### src/rtl/alu_seq_ctrl.sv
// alu_seq_ctrl: sequencer that owns the 8-bit ALU datapath.
//
// Accepts commands over a valid/ready handshake. A load command writes the
// operand straight into the accumulator. Any other command applies the
// selected ALU operation (acc op operand) count+1 times, feeding the result
// back as operand A each cycle. When the command completes, the accumulator
// and a sticky carry are offered over a second valid/ready handshake.
//
// Ports:
//   clk, rst_n         clock, asynchronous active-low reset
//   clr                synchronous clear (acc, carry, FSM); highest priority
//   cmd_valid/ready    command handshake
//   cmd_load           1 = load cmd_operand into acc, no ALU use
//   cmd_sel            ALU operation select
//   cmd_operand        ALU operand B, or load value
//   cmd_count          extra repetitions (op applied count+1 times)
//   alu_a/b/sel        registered drive to the ALU
//   alu_result/cout    combinational ALU outputs
//   res_valid/ready    result handshake
//   res_data           accumulator value
//   res_carry          OR of alu_cout over all iterations of the last command
//   busy               controller is executing or holding a result
module alu_seq_ctrl #(
  parameter int W     = 8,
  parameter int CNT_W = 4
) (
  input  logic             clk,
  input  logic             rst_n,
  input  logic             clr,
  input  logic             cmd_valid,
  output logic             cmd_ready,
  input  logic             cmd_load,
  input  logic [2:0]       cmd_sel,
  input  logic [W-1:0]     cmd_operand,
  input  logic [CNT_W-1:0] cmd_count,
  output logic [W-1:0]     alu_a,
  output logic [W-1:0]     alu_b,
  output logic [2:0]       alu_sel,
  input  logic [W-1:0]     alu_result,
  input  logic             alu_cout,
  output logic             res_valid,
  input  logic             res_ready,
  output logic [W-1:0]     res_data,
  output logic             res_carry,
  output logic             busy
);

  typedef enum logic [1:0] {
    IDLE = 2'd0,
    EXEC = 2'd1,
    DONE = 2'd2
  } state_t;

  state_t           state_q, state_d;
  logic [W-1:0]     acc_q;
  logic [W-1:0]     op_b_q;
  logic [2:0]       op_sel_q;
  logic [CNT_W-1:0] remaining_q;
  logic             carry_q;
  logic             accept;

  // Next-state logic; clr overrides every transition, including an accept.
  always_comb begin
    state_d = state_q;
    accept  = 1'b0;
    unique case (state_q)
      IDLE: begin
        if (cmd_valid) begin
          accept  = 1'b1;
          state_d = cmd_load ? DONE : EXEC;
        end
      end
      EXEC: begin
        if (remaining_q == '0) begin
          state_d = DONE;
        end
      end
      DONE: begin
        if (res_ready) begin
          state_d = IDLE;
        end
      end
      default: state_d = IDLE;
    endcase
    if (clr) begin
      state_d = IDLE;
      accept  = 1'b0;
    end
  end

  always_ff @(posedge clk or negedge rst_n) begin
    if (!rst_n) begin
      state_q <= IDLE;
    end else begin
      state_q <= state_d;
    end
  end

  always_ff @(posedge clk or negedge rst_n) begin
    if (!rst_n) begin
      acc_q       <= '0;
      op_b_q      <= '0;
      op_sel_q    <= '0;
      remaining_q <= '0;
      carry_q     <= 1'b0;
    end else if (clr) begin
      acc_q   <= '0;
      carry_q <= 1'b0;
    end else if (accept) begin
      op_b_q      <= cmd_operand;
      op_sel_q    <= cmd_sel;
      remaining_q <= cmd_count;
      carry_q     <= 1'b0;
      if (cmd_load) begin
        acc_q <= cmd_operand;
      end
    end else if (state_q == EXEC) begin
      acc_q   <= alu_result;
      carry_q <= carry_q | alu_cout;
      if (remaining_q != '0) begin
        remaining_q <= remaining_q - CNT_W'(1);
      end
    end
  end

  assign cmd_ready = (state_q == IDLE);
  assign res_valid = (state_q == DONE);
  assign busy      = (state_q != IDLE);
  assign res_data  = acc_q;
  assign res_carry = carry_q;
  assign alu_a     = acc_q;
  assign alu_b     = op_b_q;
  assign alu_sel   = op_sel_q;

endmodule

### config.mk
export PLATFORM = sky130hd
export DESIGN_NAME = alu_seq_ctrl
export DESIGN_NICKNAME = d
export VERILOG_FILES = /design/src/rtl/alu_seq_ctrl.sv
export SDC_FILE = /design/constraint.sdc
export NUM_CORES = 1
export LEC_CHECK = 0
export ABC_AREA = 1
export CAP_MARGIN = 30
export CORE_MARGIN = 4
export CORE_UTILIZATION = 41
export CTS_BUF_LIST = sky130_fd_sc_hd__clkbuf_16
export DETAILED_ROUTE_END_ITERATION = 16
export PLACE_DENSITY = 0.79
export SYNTH_ARGS = -nofsm -noshare
export SYNTH_HDL_FRONTEND = slang
export SYNTH_SLANG_ARGS = --single-unit
### constraint.sdc
create_clock -name clk -period 1.51 [get_ports clk]
set_input_delay 0.151 -clock clk [delete_from_list [all_inputs] [get_ports clk]]
set_output_delay 0.151 -clock clk [all_outputs]
set_load 0.03 [all_outputs]
Word-level counts from Yosys, hierarchy flattened
Cells that the tools add are included.
- $add $sub $neg: 1
- eq/ne operators: 6
- mux-type cells: 19
- bitwise logic cells: 2
- reduce and logical (&&, ||, !) cells: 11
- operators with widths (operator ; number):
    $mux W8 ; 4
    $mux W4 ; 3
    $mux W2 ; 5
    $ne A3 B3 Y1 const B ; 3
    $mux W1 ; 6
    $pmux W2 S3 ; 1
    $reduce_and A3 Y1 ; 2
    $reduce_bool A2 Y1 ; 3
    $logic_not A4 Y1 ; 1
    $reduce_and A2 Y1 ; 2
    $reduce_bool A4 Y1 ; 1
    $sub A4 B1 Y4 const B ; 1
    $ne A3 B2 Y1 const B ; 1
    $reduce_bool A3 Y1 ; 1
    $eq A2 B1 Y1 const B ; 1
    $eq A2 B2 Y1 const B ; 1
    $logic_not A2 Y1 ; 1
    $not A1 Y1 ; 1
    $or A1 B1 Y1 ; 1
- register bits after elaboration: 26
- word-level logic and storage cells: 45

Longest topological paths before layout
- depth in word-level cells: 5
- depth in mapped cells: 8
- gate-level depth less buffers: 8

Worst setup path before layout
No wires, ideal clock.
- path type: reg2reg
- start point: register state_q[1]
- end point: register state_q[1]
- data arrival time: 1215 ps
- setup slack: 176 ps
- cell stages (with the launch flop): 6
- path buffers: 0
- clock period less this slack: 1334 ps
- cells stage by stage: dfrtp_1 > inv_1 > nor2_1 > nand3_1 > nand4_1 > nand2_1
- word-level cells in the longest chain between the ends: 3
- elaborated cells on any way between the ends: 9
- classes of those cells: 5 x eq/ne; 2 x mux; 2 x reduce/logical
- ends and longest elaborated chain (element ; line ; text):
    start, declared ; 54 ; state_t state_q, state_d;
    start signal, assigned ; 95 ; state_q <= state_d;
    $eq A2 B2 Y1 (*) ; -- ;
    net res_valid ; 41 ; output logic res_valid,
    $ne A3 B2 Y1 (no line) or $pmux W2 S3 (tied branches) ; -- ;
    $reduce_and A3 Y1 (no line) or $mux W2 (tied branches) ; -- ;
Mark *: on every way through the listed nets, which the timed path passes. The rest lies on a longest branch.
A chain may end at the register's enable or synchronous reset.

Final worst setup path
- start point: register acc_q[3] (netlist: alu_a[3])
- end point: output res_data[3]
- RTL lines (element ; line ; text):
    start, declared ; 55 ; logic [W-1:0] acc_q;
    start signal, assigned ; 115 ; acc_q <= cmd_operand;
    start signal, assigned ; 118 ; acc_q <= alu_result;
    end, declared ; 43 ; output logic [W-1:0] res_data,
No word-level cell between the ends.

==> flow_metrics.py <==
metrics = {
    "outcome": {
        "status": "finished clean",
    },
    "layout": {
        "utilization_pct": 67.6,
        "antenna-diode-count": 0,
        "layout_commonest_cell": "nand2_1",
        "nets": 272,
        "drive_above_1_share_pct": 9.21,
        "syn2layout_area_growth_pct": 53.9,
        "nFillCells": 256,
        "seq_area_um2": 651,
        "multi_input_comb_area_um2": 568,
        "stdcell_area_um2": 2110,
        "mostFrequentLayoutCells": "nand2_1 (75), clkdlybuf4s50_1 (51), dfrtp_1 (26)",
        "layout.cells.non_filler": 283,
    },
    "clock_tree": {
        "cts_hold_buf": 0,
        "ctsResizeCount": 2,
        "htree_levels": 1,
        "clockBufferDepth": 2,
        "cts_root_buf": "clkbuf_16",
        "clock_latency_ns": 0.26,
        "post-cts-setup-buffers": 0,
        "tritoncts": "built",
        "numCtsBuffers": 3,
        "clock_sinks": 26,
        "path_clk_slew_ns": 0.06,
    },
    "logic_synthesis": {
        "synth_cell_type_count": 17,
        "syn_area_per_cell_um2": 7.67,
        "synth_nets": 210,
        "syn_inst": 179,
        "syn_area_um2": 1370,
        "yosysWarnings": 0,
        "ys_seq_elements": 26,
        "synth_seq_area_share_pct": 47.4,
    },
    "setup_path": {
        "crit_slowest_cell": "clkdlybuf4s50_1",
        "ff2ff_setup_slack_ns": 0.11,
        "crit_path_end_kind": "output port",
        "path_buf_inv": 1,
        "start_kind": "register",
        "cp.arrival_ns": 1.33,
        "slowest_delay_ns": 0.68,
        "path_cells": "clkdlybuf4s50_1",
        "cp_top_family": "buffers and inverters",
        "path_max_fanout": 3,
        "crit_type": "reg -> out",
        "worstPathRequired_ns": 1.36,
    },
    "global_route": {
        "gr-total-overflow": 0,
        "antenna_found_initial": 0,
        "grt_pass1_wl_um": 5710,
        "grt_max_degree": 27,
        "grt_pass1_vias": 1205,
        "grtUsageTotal_pct": 16.8,
    },
    "floorplanning": {
        "io_pins": 61,
        "die_y_um": 65.9,
        "start_util_pct": 43.9,
        "core_um2": 3130,
        "die_x_um": 65.9,
        "rows": 20,
        "die_area_um2": 4340,
    },
    "power_and_ir_drop": {
        "leakage_nw": 1.17,
        "vdd_ir_drop_max_mv": 0.710,
        "powerDensity_nw_per_um2": 1410,
    },
    "sta": {
        "setup_viol": 0,
        "slew_headroom_pct": 76.2,
        "postLayoutSetupSlackWorst_ns": 0.0277,
        "timing_hold_violations_final": 0,
        "fin_crit_sh_pct": 98.2,
        "final-max-slew-violation-count": 0,
        "worstMarginPinSlew_ns": 0.356,
        "max_freq_ghz": 0.675,
        "worst_clock_skew_ns": 0.00436,
        "layout_min_cycle_time_ns": 1.48,
        "whs_ns": 0.263,
    },
    "placed_design": {
        "gp_congestion": 0.858,
        "hpwl_um": 2670,
        "placed_area_um2": 2020,
        "io_buffers": 60,
        "dp_slack_ns": 0.0370,
        "place_inst": 280,
    },
    "hold_path": {
        "hold_class": "in -> async",
    },
    "routing": {
        "vias": 1339,
        "vias_per_cell": 4.73,
        "ant_nets": 0,
        "drc_errors": 0,
        "dr.first_iter.drc_count": 104,
        "wl_um": 3560,
        "drtPass1Iterations": 4,
        "routedWlPerCell_um": 12.6,
    },
    "run": {
        "maxCapViolations": 0,
    },
}
## cell usage after synthesis
master	number	area [um2]
nand3_2	2	20.0
nor2_1	8	30.0
ha_1	1	12.5
nand2_4	2	22.5
inv_1	14	52.6
a21oi_1	1	5.00
nand2_2	1	6.26
inv_2	1	3.75
buf_2	4	20.0
dfrtp_1	26	651
nand4_1	11	68.8
buf_4	9	67.6
buf_6	1	11.3
nor2_4	1	11.3
nand3_1	21	105
nand2_1	75	282
o21ai_0	1	5.00
## stage by stage
stage / power [mW] / setup TNS [ns]
finish: 2.99 / 0
global route: 3.16 / -0.0150
CTS: 3.00 / 0
detailed placement: 2.43 / 0
global placement: 2.41 / 0
floorplan: 1.87 / 0
## sequential cells by signal, summed over array words and instances, names as in the netlist
| name | cells |
|---|---|
| alu_a | 8 |
| alu_b | 8 |
| remaining_q | 4 |
| alu_sel | 3 |
| state_q | 2 |
| res_carry | 1 |
## logic make-up (layout without fill, tap and decap cells)
kind of cell / after synthesis / after routing / share of synthesized area (%)
simple gates: 121 / 121 / 39.7
compound gates: 2 / 2 / 0.728
fa+ha+maj: 1 / 1 / 0.911
buf+inv: 29 / 89 / 11.3
flops: 26 / 26 / 47.4
## where the power goes
part	internal, mW	leakage (nW)	switching, mW
registers	0.876	0.331	0.122
logic	0.586	0.804	0.821
clock network	0.351	0.0370	0.231
total	1.81	1.17	1.17
## worst paths after layout
kind,from,to,cells after the start
max in group asynchronous,rst_n,alu_a[1],2
min in group clk,cmd_sel[2],alu_sel[2],3
hold reg to reg,alu_b[7],alu_b[7],2
setup / recovery,alu_a[3],res_data[3],1
hold / removal,rst_n,res_carry,2
setup reg to reg,state_q[0],alu_a[4],8
## per-layer routing
metal | GRT usage [%] | part of all wire, %
met1 | 23.8 | 48
met2 | 25.9 | 44
met3 | 4.25 | 7.3
met4 | 3.11 | 0.62
met5 | 0 | 0
## cell type report
cell class              instances  share of cell area [%]
repair buffers                 71                    33.6
flip-flops and latches         26                    30.8
multi-input cells             124                    26.9
clock buffers                   3                    3.55
inverters                      15                    2.66
well taps                      44                    2.60
Power figures use the tool's default switching activity.
